$ cat config.mk
export PLATFORM = sky130hd
export DESIGN_NAME = fpu_cmd_sequencer
export DESIGN_NICKNAME = d
export VERILOG_FILES = /design/src/rtl/fpu_pkg.sv /design/src/rtl/fpu_rsp_fifo.sv /design/src/rtl/fpu_cmd_sequencer.sv
export SDC_FILE = /design/constraint.sdc
export NUM_CORES = 1
export LEC_CHECK = 0
export ABC_AREA = 1
export CAP_MARGIN = 20
export CORE_ASPECT_RATIO = 1.1
export CORE_UTILIZATION = 38
export CTS_BUF_LIST = sky130_fd_sc_hd__clkbuf_4
export CTS_CLUSTER_SIZE = 30
export DETAILED_ROUTE_END_ITERATION = 7
export PLACE_DENSITY_LB_ADDON = 0.05
export SLEW_MARGIN = 20
export SYNTH_ARGS = -nofsm -noshare
export SYNTH_HDL_FRONTEND = slang
export SYNTH_SLANG_ARGS = --single-unit
$ cat constraint.sdc
create_clock -name clk -period 7.63 [get_ports clk]
set_clock_uncertainty 0.15 [all_clocks]
set_input_delay 1.526 -clock clk [delete_from_list [all_inputs] [get_ports clk]]
set_output_delay 1.526 -clock clk [all_outputs]
set_load 0.01 [all_outputs]
$ cat src/rtl/fpu_pkg.sv
// fpu_pkg: shared FP32 widths and FPU opcodes used by the sequencer, fpu_top and the bench
package fpu_pkg;
  localparam int FP_W = 32;
  localparam int OP_W = 4;
  typedef logic [FP_W-1:0] fp_t;
  typedef logic [OP_W-1:0] op_t;
  localparam op_t OP_ADD = 4'd0;
  localparam op_t OP_SUB = 4'd1;
  localparam op_t OP_MUL = 4'd2;
  localparam op_t OP_DIV = 4'd3;
  localparam op_t OP_CMP = 4'd4;
endpackage

$ cat src/rtl/fpu_rsp_fifo.sv
// fpu_rsp_fifo: synchronous FIFO with occupancy count and a registered head word
module fpu_rsp_fifo #(
  parameter int DEPTH = 4,
  parameter int W = 32
) (
  input  logic                     clk,
  input  logic                     rst,
  input  logic                     push,
  input  logic [W-1:0]             din,
  input  logic                     pop,
  output logic [W-1:0]             dout,
  output logic [$clog2(DEPTH):0]   occ
);
  localparam int AW = $clog2(DEPTH);
  logic [W-1:0] mem [DEPTH];
  logic [AW-1:0] wr_ptr, rd_ptr, rd_nxt;
  logic one_left;
  assign rd_nxt = rd_ptr + 1'b1;
  assign one_left = occ == (AW+1)'(1);
  // dout always mirrors mem[rd_ptr]; when the only entry leaves during a push, the pushed word becomes the head
  always_ff @(posedge clk) begin
    if (rst) begin
      wr_ptr <= '0;
      rd_ptr <= '0;
      occ <= '0;
      dout <= '0;
    end else begin
      if (push) mem[wr_ptr] <= din;
      if (push) wr_ptr <= wr_ptr + 1'b1;
      if (pop) rd_ptr <= rd_nxt;
      occ <= occ + (AW+1)'(push) - (AW+1)'(pop);
      if (pop) dout <= one_left ? din : mem[rd_nxt];
      else if (push && occ == '0) dout <= din;
    end
  end
  always @(posedge clk)
    if (!rst) assert (!(push && occ == (AW+1)'(DEPTH)));
endmodule

$ cat src/rtl/fpu_cmd_sequencer.sv
// fpu_cmd_sequencer: issues FP32 commands to fpu_top, tracks its fixed latency and
// returns results in order through a credit-protected response FIFO
module fpu_cmd_sequencer
  import fpu_pkg::*;
#(
  parameter int FPU_LATENCY = 2,
  parameter int RSP_DEPTH = 4
) (
  input  logic            clk,
  input  logic            rst,
  input  logic            cmd_valid,
  output logic            cmd_ready,
  input  logic [FP_W-1:0] cmd_num1,
  input  logic [FP_W-1:0] cmd_num2,
  input  logic [OP_W-1:0] cmd_op,
  output logic [FP_W-1:0] fpu_num1,
  output logic [FP_W-1:0] fpu_num2,
  output logic [OP_W-1:0] fpu_op,
  input  logic [FP_W-1:0] fpu_result,
  output logic            rsp_valid,
  input  logic            rsp_ready,
  output logic [FP_W-1:0] rsp_result,
  output logic            busy
);
  localparam int CW = $clog2(RSP_DEPTH) + 1;
  logic [FPU_LATENCY-1:0] issue_pipe;
  logic [FPU_LATENCY:0] pipe_next;
  logic [CW-1:0] inflight, occ;
  logic accept, capture, pop;
  assign accept = cmd_valid && cmd_ready;
  assign pipe_next = {issue_pipe, accept};
  assign capture = issue_pipe[FPU_LATENCY-1];
  assign pop = rsp_valid && rsp_ready;
  always_comb begin
    inflight = '0;
    for (int i = 0; i < FPU_LATENCY; i++) inflight = inflight + CW'(issue_pipe[i]);
  end
  // credits count only registered state, so a pop frees its slot one cycle later
  assign cmd_ready = !rst && ({1'b0, inflight} + {1'b0, occ}) < (CW+1)'(RSP_DEPTH);
  assign rsp_valid = occ != '0;
  assign busy = inflight != '0 || occ != '0;
  always_ff @(posedge clk) begin
    if (rst) begin
      issue_pipe <= '0;
      fpu_num1 <= '0;
      fpu_num2 <= '0;
      fpu_op <= '0;
    end else begin
      issue_pipe <= pipe_next[FPU_LATENCY-1:0];
      if (accept) begin
        fpu_num1 <= cmd_num1;
        fpu_num2 <= cmd_num2;
        fpu_op <= cmd_op;
      end
    end
  end
  fpu_rsp_fifo #(.DEPTH(RSP_DEPTH), .W(FP_W)) u_fifo (
    .clk(clk),
    .rst(rst),
    .push(capture),
    .din(fpu_result),
    .pop(pop),
    .dout(rsp_result),
    .occ(occ)
  );
endmodule

# After elaboration in Yosys (flattened, before gate mapping)
# Memories as Yosys holds them, arrays and structs flattened.
# Cells that the tools add are included.
totals:
  ramBits: 128
  regBits: 109
  in_bits: 104
  word_cells: 33
  out_inout_bits: 103
  mem_count: 1
classes:
  n_eq_ne: 1
  n_mux: 6
  n_reduce_logical: 10
  add_sub_neg: 6
  n_lt_le_gt_ge: 1
mem_list:
  columns: ["memory", "depth", "width", "read_ports", "rd_ports_with_merged_regs", "wr", "line_no", "source"]
  rows:
  - ["u_fifo.mem", 4, 32, 1, 0, 1, "fpu_rsp_fifo.sv:15", "logic [W-1:0] mem [DEPTH];"]
ops:
  columns: ["cell", "count"]
  rows:
  - ["$mux W32", 3]
  - ["$reduce_bool A3 Y1", 2]
  - ["$add A2 B1 Y2 const B", 2]
  - ["$add A2 B3 Y4", 1]
  - ["$logic_and A1 B1 Y1", 4]
  - ["$lt A4 B3 Y1 const B", 1]
  - ["$add A3 B1 Y3", 1]
  - ["$eq A3 B1 Y1 const B", 1]
  - ["$logic_not A3 Y1", 1]
  - ["$mux W1", 3]
  - ["$sub A3 B1 Y3", 1]
  - ["$add A1 B1 Y2", 1]
  - ["$reduce_bool A2 Y1", 1]
  - ["$logic_not A1 Y1", 1]
  - ["$logic_or A1 B1 Y1", 1]

# Logic depth before layout (Yosys ltp)
# Gate-level depths: netlist (run 1).
logic_depth:
  depth_word: 5
  ltp_mapped: 12
  ltp_nobuf: 11

# Modules after synthesis
# Synthesis (run 1) repeated with hierarchy kept, for this count alone.
unflattened:
  hier_cells: 1131
  hier_area_um2: 9977.1
modules_own_cells:
  columns: ["module", "seq_area_each_um2", "instances", "area_per_inst_um2", "cells_each"]
  rows:
  - ["fpu_rsp_fifo", 4624.4, 1, 7034.2, 680]
  - ["fpu_cmd_sequencer", 1401.3, 1, 2942.8, 451]

# Worst setup path after synthesis (run 1)
# Ideal clock, no wire load.
synth_path:
  kind: "input-to-reg"
  start: "input port rst"
  end: "memory u_fifo.mem[0][0] (enable)"
  setup_slack_ns: 3.849
  cell_stages: 4
  arrival_time_ns: 3.210
  t_required_ns: 7.059
  setup_ns: 0.421
  n_path_buf: 1
  path_cell_list: "buf_2 inv_1 nand2_1 nor2_1"
synth_via:
  elab_chain_cells: 2
synth_lines:
  columns: ["item", "line_no", "source"]
  rows:
  - ["start, declared", "fpu_cmd_sequencer.sv:10", "input logic rst,"]
  - ["$mux W1", "fpu_rsp_fifo.sv:22", "if (rst) begin"]
  - ["$mux W1 (not written as such)", "fpu_rsp_fifo.sv:28", "if (push) mem[wr_ptr] <= din;"]
  - ["end, declared", "fpu_rsp_fifo.sv:15", null]
# Every way passes these cells.

# Worst setup path after layout (run 1)
layout_path:
  start: "input port rst"
  end: "output port cmd_ready"
layout_via:
  elab_chain_cells: 2
layout_lines:
  columns: ["item", "line_no", "source"]
  rows:
  - ["$logic_not A1 Y1", null, null]
  - ["$logic_and A1 B1 Y1", "fpu_cmd_sequencer.sv:39", "assign cmd_ready = !rst && ({1'b0, inflight} + {1'b0, occ}) < (CW+1)'(RSP_DEPTH);"]
  - ["end, declared", "fpu_cmd_sequencer.sv:12", "output logic cmd_ready,"]
# Every way passes these cells.

==> key figures, run 1 <==
Outcome
  – Status: completed

Clocking
  – Post-CTS Hold Fix Bufs: 0
  – H-tree depth: 2
  – CTS Buf Count: 61
  – Clock Path Buffers: 3
  – Worst skew pair latency: 700 ps
  – Setup Buffers After CTS: 0
  – Clock root buffer: clkbuf_4
  – CTS tree: done
  – CTS resizes: 0
  – Clock Pin Slew Worst Setup and Hold Paths: 60 ps
  – TritonCTS sink count: 237

Floorplanning
  – Die area: 26000 um^2
  – Core Region: 24700 um^2
  – DIE WIDTH: 154 um
  – Initial Util: 0.391
  – Chip Height: 169 um
  – Row count: 60
  – I/O pin count: 207

Power
  – Design Power: 3.50 mW
  – Net Sw Power: 1.13 mW
  – Leak: 5.23 nW
  – Clock power share: 0.307
  – Part of the power in combinational logic: 0.267
  – Sw Ratio: 0.322
  – Peak supply drop: 0.153 mV
  – Power per Cell Area: 277 nW/um^2
  – Sequential share of power: 0.426
  – Pint: 2.38 mW

Timing
  – Maximum operating frequency: 0.225 GHz
  – Final Max Tran Viols: 0
  – Fin crit period: 4440 ps
  – Final period utilization: 0.582
  – Worst-Margin Slew: 885 ps
  – TNS Setup: 0 ps
  – Setup violators final: 0
  – Slew headroom: 0.408
  – RSZ-0062 raised after global routing: false
  – Fin. Hold Viols: 0

Yosys
  – Syn Inst Count: 1078
  – Synth Area per Inst: 8.95 um^2
  – Cell variety after synth: 23
  – Top-area cell type share of the netlist area: 0.398
  – Dominant cell by count in the synthesized netlist: nand2_1
  – Synth top cells by count: 516 x nand2_1, 128 x edfxtp_1, 109 x dfxtp_1
  – Synth top area cells: edfxtp_1 40%, dfxtp_1 23%, nand2_1 20%
  – Ys async rst share: 0
  – Mapped Area: 9650 um^2
  – Sequential element share of the synthesized area: 0.624
  – Synth Warn #: 0
  – Largest area contributor in the netlist: edfxtp_1
  – Post-synth EDFFs: 128
  – Primary FF master, synth: edfxtp_1
  – Yosys reg bits: 237
  – Mapped Nets: 1191

Placement
  – DPL Wire Length: 14000 um
  – IO Port Bufs: 206
  – RePlAce Congestion: 0.690
  – DP Area: 11900 um^2

Finish
  – Layout cells sized above 1: 0.109
  – Area Overhead vs Synth: 31.1%
  – Fin nets: 1411
  – Final instance area: 12700 um^2

Setup path
  – Startpoint Class: input pin
  – Class of the most critical setup path: input pin to output pin
  – Critical R2R Launch: issue_pipe[1]$_SDFF_PP0_
  – Crit. Startpoint: rst
  – CP Cell Sequence: buf_4 -> nor2_1 -> nand3_1 -> inv_2 -> clkdlybuf4s50_1
  – Worst-path fanout max: 46
  – Slowest CP cell: buf_4
  – WP data arrival: 2760 ps
  – Critical Path RT: 5950 ps
  – Kind of end point of the critical path: output pin
  – CP max stage delay: 470 ps

Detailed routing
  – 1st-iter DRT viols: 286
  – Drt via density: 4.53
  – Vias: 7491
  – Top Layer Used: met5
  – ANT nets after route: 0
  – WL final: 24700 um
  – Detail Route met2 WL: 11400 um
  – Met3 wire length: 2450 um
  – Routed len/inst: 14.9 um
  – WL met1: 10500 um
  – Drc violations: 0
  – DR pass1 iterations: 5

Global route
  – Largest net degree at the start of global routing: 70
  – Vias in the first global route: 7228
  – Global-route wire length before repair: 38600 um
  – GRT Resource Usage Total: 0.190
  – Initial antenna violation count: 2
  – GRT Residual Overflow: 0

Hold path
  – Min-Delay Startpoint: issue_pipe[0]$_SDFF_PP0_
  – HP Class: flip-flop to flip-flop

Run
  – Maximum Capacitance Violations: 0
-- per-layer routing --
| layer | track usage | vias to the layer above |
|---|---|---|
| li1 | - | 3887 |
| met1 | 0.232 | 3329 |
| met2 | 0.303 | 237 |
| met3 | 0.0807 | 36 |
| met4 | 0.0635 | 2 |
| met5 | 0 | - |
-- cells by family after synthesis --
kind of cell | Yosys count | synth area share
compound gates | 110 | 0.0612
fa+ha+maj | 9 | 0.0124
buf+inv | 143 | 0.0670
flops | 237 | 0.624
simple gates | 579 | 0.235
-- through the flow --
step                      setup WS (ps)  instances  hold WS, ps   util
after global placement             3170       1545          299  0.481
after CTS                          3170       1654          291  0.512
after floorplan                    3850       1078          284      -
final                              3190       1655          292  0.512
after detailed placement           3180       1545          302  0.481
after global routing               3090       1655          309  0.512
-- sequential cells by signal (all words and copies together), names as in the netlist --
register / count
u_fifo.dout: 32
u_fifo.rd_ptr: 2
fpu_num1: 32
u_fifo.wr_ptr: 2
fpu_num2: 32
u_fifo.mem: 128
issue_pipe: 2
fpu_op: 4
u_fifo.occ: 3
-- worst paths after layout --
kind,endpoint,slack (ps),cells after the start
setup / recovery,cmd_ready,3190,5
setup reg to reg,fpu_num1[23]$_SDFFE_PP0P_,4670,9
hold reg to reg,issue_pipe[1]$_SDFF_PP0_,290,2
hold / removal,issue_pipe[1]$_SDFF_PP0_,290,2
-- placed cells by master, fill, tap and decap left out, drive strengths merged --
cell,synthesis,final
nor2,12,12
nand3,36,36
edfxtp,128,128
nand2,531,531
o21ai,4,4
clkbuf,14,98
ha,8,8
dfxtp,109,109
clkdlybuf4s50,0,205
diode,0,1
clkinvlp,0,1
inv,84,86
clkinv,1,9
fa,1,1
buf,44,10
o21bai,1,1
a21oi,105,105
-- power by group through the flow --
stage	registers (mW)	clock network, mW	logic [mW]
global placement	1.52	0	0.954
global route	1.50	1.18	1.05
finish	1.49	1.07	0.936
CTS	1.49	1.12	0.958
detailed placement	1.52	0	0.954
floorplan	1.55	0	0.540
-- final cells by class --
class | instances | area, um^2
Timing Repair Buffer | 215 | 2130
Multi-Input combinational cell | 698 | 3010
Fill cell | 2370 | 12000
Tap cell | 310 | 388
Inverter | 85 | 324
Sequential cell | 237 | 6030
Clock buffer | 98 | 736
Antenna cell | 1 | 2.50
Clock inverter | 11 | 45.0
-- critical path: cells and delay by family --
| family | cells | cell delay, ps |
|---|---|---|
| AND/OR/NAND/NOR | 2 | 210 |
| buffers and inverters | 3 | 1000 |
Note: power is estimated with default switching activity, not from simulation.
==> run 2: changes to the inputs <==
==> constraint.sdc (replaced) <==
create_clock -name clk -period 4.2 [get_ports clk]
set_clock_uncertainty 0.15 [all_clocks]
set_input_delay 0.84 -clock clk [delete_from_list [all_inputs] [get_ports clk]]
set_output_delay 0.84 -clock clk [all_outputs]
set_load 0.01 [all_outputs]
==> key figures, run 2 (synthesis gave the netlist of run 1 again) <==
Detailed routing
  – 1st-iter DRT viols: 251
  – Routed len/inst: 14.5 um
  – DR pass1 iterations: 4
  – Drt via density: 4.51
  – Drc violations: 0
  – WL final: 24100 um
  – Vias: 7505
  – ANT nets after route: 0

Setup path
  – Buf/Inv on CP: 3
  – Top Family by Delay on Critical Path: buffers and inverters
  – Class of the most critical setup path: flip-flop to output pin
  – Kind of end point of the critical path: output pin
  – Most used cell, CP: nand3_1
  – Worst-path fanout max: 5
  – WP data arrival: 2330 ps
  – Startpoint Class: flip-flop
  – CP Cell Sequence: inv_1 -> ha_1 -> nand3_1 -> nand3_1 -> inv_2 -> clkdlybuf4s50_1
  – CP max stage delay: 570 ps
  – Slowest CP cell: clkdlybuf4s50_1
  – Critical Path RT: 3210 ps

Timing
  – Slew headroom: 0.308
  – Fin crit period: 3320 ps
  – Final period utilization: 0.791
  – RSZ-0062 raised after global routing: false
  – TNS Setup: 0 ps
  – Maximum operating frequency: 0.301 GHz
  – Worst-Margin Slew: 1040 ps
  – Setup violators final: 0
  – Fin. Hold Viols: 0
  – Min Hold Slack: 312 ps
  – Final Max Tran Viols: 0

Finish
  – Most frequent cells in the layout: 516 x nand2_1, 205 x clkdlybuf4s50_1, 128 x edfxtp_1, 109 x dfxtp_1, 98 x clkbuf_4
  – Register area: 6030 um^2
  – Fin nets: 1417
  – Max FFs per register: 128
  – Final instance area: 12800 um^2
  – Area Overhead vs Synth: 32.3%
  – Most common cell after layout, fill and taps aside: nand2_1
  – Fill cells: 2362
  – Multi-input combinational cell area: 3010 um^2
  – Most flop-heavy register: u_fifo.mem
  – Layout cells sized above 1: 0.115

Clocking
  – Clock root buffer: clkbuf_4
  – CTS tree: done
  – CTS Buf Count: 61
  – Clock Pin Slew Worst Setup and Hold Paths: 70 ps
  – Worst skew pair latency: 680 ps
  – CTS resizes: 0
  – TritonCTS sink count: 237
  – Post-CTS Hold Fix Bufs: 0
  – Setup Buffers After CTS: 0
  – H-tree depth: 2
  – Clock Path Buffers: 3

Floorplanning
  – I/O pin count: 207
  – Core Region: 24700 um^2
  – Initial Util: 0.391
  – Row count: 60
  – DIE WIDTH: 154 um
  – Die area: 26000 um^2
  – Chip Height: 169 um

Global route
  – Largest net degree at the start of global routing: 87
  – GRT Residual Overflow: 0
  – Global-route wire length before repair: 38300 um
  – Initial antenna violation count: 2
  – GRT Resource Usage Total: 0.188
  – Vias in the first global route: 7230

Power
  – Leak: 5.30 nW
  – Power per Cell Area: 508 nW/um^2
  – Peak supply drop: 0.251 mV

Outcome
  – Status: completed

Placement
  – RePlAce Congestion: 0.724
  – DPL Wire Length: 14400 um
  – DP Area: 11900 um^2
  – IO Port Bufs: 206

Run
  – Maximum Capacitance Violations: 0

Hold path
  – HP Class: flip-flop to flip-flop
[run 2: path summary, 6_finish.rpt]
check	cells after the start	end	from	slack, ps
min	2	issue_pipe[1]$_SDFF_PP0_	issue_pipe[0]$_SDFF_PP0_	310
max	6	cmd_ready	issue_pipe[1]$_SDFF_PP0_	880
max reg2reg	8	u_fifo.dout[1]$_SDFFE_PP0P_	u_fifo.rd_ptr[1]$_SDFFE_PP0P_	1890
min reg2reg	2	issue_pipe[1]$_SDFF_PP0_	issue_pipe[0]$_SDFF_PP0_	310
[run 2: worst min-delay path: stages, from the launching register on]
cell,delay (ps)
dfxtp_1,320
inv_1,70
nor2_1,40
[run 2: metal layers]
metal | global-route usage | vias to the layer above | part of all wire
met5 | 0 | - | 0.00071
met4 | 0.0561 | 2 | 0.016
met3 | 0.0840 | 43 | 0.10
met2 | 0.308 | 233 | 0.46
met1 | 0.222 | 3325 | 0.42
li1 | - | 3902 | -
[run 2: metrics by stage]
| step | total power [mW] | setup slack, ps | instances | utilization |
|---|---|---|---|---|
| 2_1_floorplan | 3.79 | 1110 | 1078 | - |
| 3_3_place_gp | 4.48 | 1270 | 1551 | 0.483 |
| 3_5_place_dp | 4.48 | 1250 | 1551 | 0.483 |
| 4_1_cts | 6.61 | 787 | 1662 | 0.517 |
| 5_1_grt | 6.92 | 649 | 1664 | 0.517 |
| 6_report | 6.49 | 876 | 1664 | 0.517 |
[run 2: power breakdown]
group | total [mW] | internal [mW] | switching, mW
Combinational | 1.70 | 0.669 | 1.03
Clock | 2.08 | 1.17 | 0.910
Sequential | 2.71 | 2.61 | 0.0957
Total | 6.49 | 4.45 | 2.04
[run 2: final cells by class]
cell class | count | share of cell area
tap | 310 | 0.0304
sequential | 237 | 0.472
multi-input combinational | 698 | 0.236
antenna | 2 | 0.000392
inverter | 85 | 0.0254
clock buffer | 98 | 0.0576
clock inverter | 13 | 0.00823
timing repair buffer | 221 | 0.170
==> run 3: changes to the inputs <==
==> constraint.sdc (replaced) <==
create_clock -name clk -period 3.35 [get_ports clk]
set_clock_uncertainty 0.15 [all_clocks]
set_input_delay 0.67 -clock clk [delete_from_list [all_inputs] [get_ports clk]]
set_output_delay 0.67 -clock clk [all_outputs]
set_load 0.01 [all_outputs]
==> key figures, run 3 (synthesis gave the netlist of run 1 again) <==
Detailed routing
  – Routed len/inst: 14.9 um
  – DR pass1 iterations: 4
  – WL final: 24900 um
  – Drt via density: 4.55
  – ANT nets after route: 0
  – 1st-iter DRT viols: 382
  – Vias: 7580
  – Drc violations: 0

Timing
  – Fin. Hold Viols: 0
  – Final period utilization: 0.930
  – Slew headroom: 0.371
  – Worst-Margin Slew: 943 ps
  – Maximum operating frequency: 0.321 GHz
  – RSZ-0062 raised after global routing: false
  – Final Max Tran Viols: 0
  – Setup violators final: 0
  – Fin crit period: 3120 ps
  – TNS Setup: 0 ps

Setup path
  – Buf/Inv on CP: 2
  – Slowest CP cell: clkdlybuf4s50_1
  – CP Cell Sequence: ha_1 -> ha_1 -> nand3_1 -> nand3_1 -> inv_2 -> clkdlybuf4s50_1
  – CP max stage delay: 540 ps
  – Worst-path fanout max: 5
  – Critical Path RT: 2530 ps
  – Startpoint Class: flip-flop
  – WP data arrival: 2300 ps
  – Class of the most critical setup path: flip-flop to output pin
  – Kind of end point of the critical path: output pin
  – Top Family by Delay on Critical Path: buffers and inverters

Clocking
  – Clock Path Buffers: 3
  – TritonCTS sink count: 237
  – CTS tree: done
  – Clock Pin Slew Worst Setup and Hold Paths: 60 ps
  – Post-CTS Hold Fix Bufs: 0
  – Clock root buffer: clkbuf_4
  – Worst skew pair latency: 630 ps
  – CTS Buf Count: 66
  – H-tree depth: 3

Placement
  – RePlAce Congestion: 0.717
  – IO Port Bufs: 206
  – DPL Wire Length: 14500 um
  – DP Cell Count: 1549

Finish
  – Fin cells: 1666
  – Most flop-heavy register: u_fifo.mem
  – Area Overhead vs Synth: 32.6%
  – Most frequent cells in the layout: 516 x nand2_1, 205 x clkdlybuf4s50_1, 128 x edfxtp_1, 108 x dfxtp_1, 97 x clkbuf_4
  – Register area: 6030 um^2
  – Layout cells sized above 1: 0.114
  – Fill cells: 2386
  – Util after Layout: 0.518
  – Multi-input combinational cell area: 3010 um^2
  – Fin nets: 1420
  – Max FFs per register: 128
  – Most common cell after layout, fill and taps aside: nand2_1

Global route
  – Global-route wire length before repair: 39600 um
  – Initial antenna violation count: 2
  – GRT Residual Overflow: 0
  – GRT Resource Usage Total: 0.195
  – Vias in the first global route: 7557
  – Largest net degree at the start of global routing: 79

Power
  – Leak: 5.29 nW
  – Peak supply drop: 0.288 mV
  – Design Power: 8.15 mW
  – Power per Cell Area: 637 nW/um^2

Floorplanning
  – Die area: 26000 um^2
  – Row count: 60
  – I/O pin count: 207
  – Initial Util: 0.391
  – DIE WIDTH: 154 um
  – Core Region: 24700 um^2
  – Chip Height: 169 um

Hold path
  – HP Class: input pin to flip-flop

Run
  – Maximum Capacitance Violations: 0

Outcome
  – Status: completed
==> run 3: cell count changes in the layout (fill, tap and decap cells not counted), sizes merged <==
cell	before	now
clkinvlp	0	1
clkbuf	98	97
inv	85	87
buf	16	14
bufinv	2	1
diode	2	1
clkinv	11	15
==> run 3: worst paths after layout <==
check | start | endpoint | slack (ps) | depth (start not counted)
setup / recovery | issue_pipe[1]$_SDFF_PP0_ | cmd_ready | 230 | 6
hold / removal | rst | u_fifo.occ[0]$_SDFF_PP0_ | 300 | 2
setup reg to reg | issue_pipe[1]$_SDFF_PP0_ | fpu_num1[4]$_SDFFE_PP0P_ | 940 | 9
hold reg to reg | issue_pipe[0]$_SDFF_PP0_ | issue_pipe[1]$_SDFF_PP0_ | 300 | 2
==> run 3: final cells by class <==
class,count,area share
inverters,85,0.0253
clock buffers,97,0.0569
diodes,1,0.000195
repair buffers,219,0.173
flip-flops and latches,237,0.471
multi-input cells,698,0.235
well taps,310,0.0303
clock inverters,19,0.00801
==> run 3: stage by stage <==
stage | worst slack [ps] | area, um^2 | hold WS (ps)
2_1_floorplan | 425 | 9650 | 284
3_3_place_gp | 719 | 12000 | 297
3_5_place_dp | 697 | 12000 | 301
4_1_cts | 81.1 | 12800 | 244
5_1_grt | 67.7 | 12800 | 247
6_report | 234 | 12800 | 298
==> run 3: timing repair <==
| action | 4_1_cts | 5_1_grt |
|---|---|---|
| buffers inserted | 0 | 0 |
| setup endpoints to repair | 0 | 1 |
| gates resized for setup | 0 | 1 |
==> run 3: routing by layer <==
metal,vias to the layer above,part of all wire,global-route usage
li1,3911,-,-
met1,3369,0.41,0.227
met2,254,0.46,0.314
met3,44,0.12,0.0955
met4,2,0.015,0.0670
met5,-,0.00060,0
==> run 3: where the power goes <==
group,internal (mW),switching [mW],leakage [nW]
Sequential,3.27,0.122,2.04
Combinational,0.850,1.31,2.75
Clock,1.40,1.20,0.498
Total,5.53,2.63,5.29
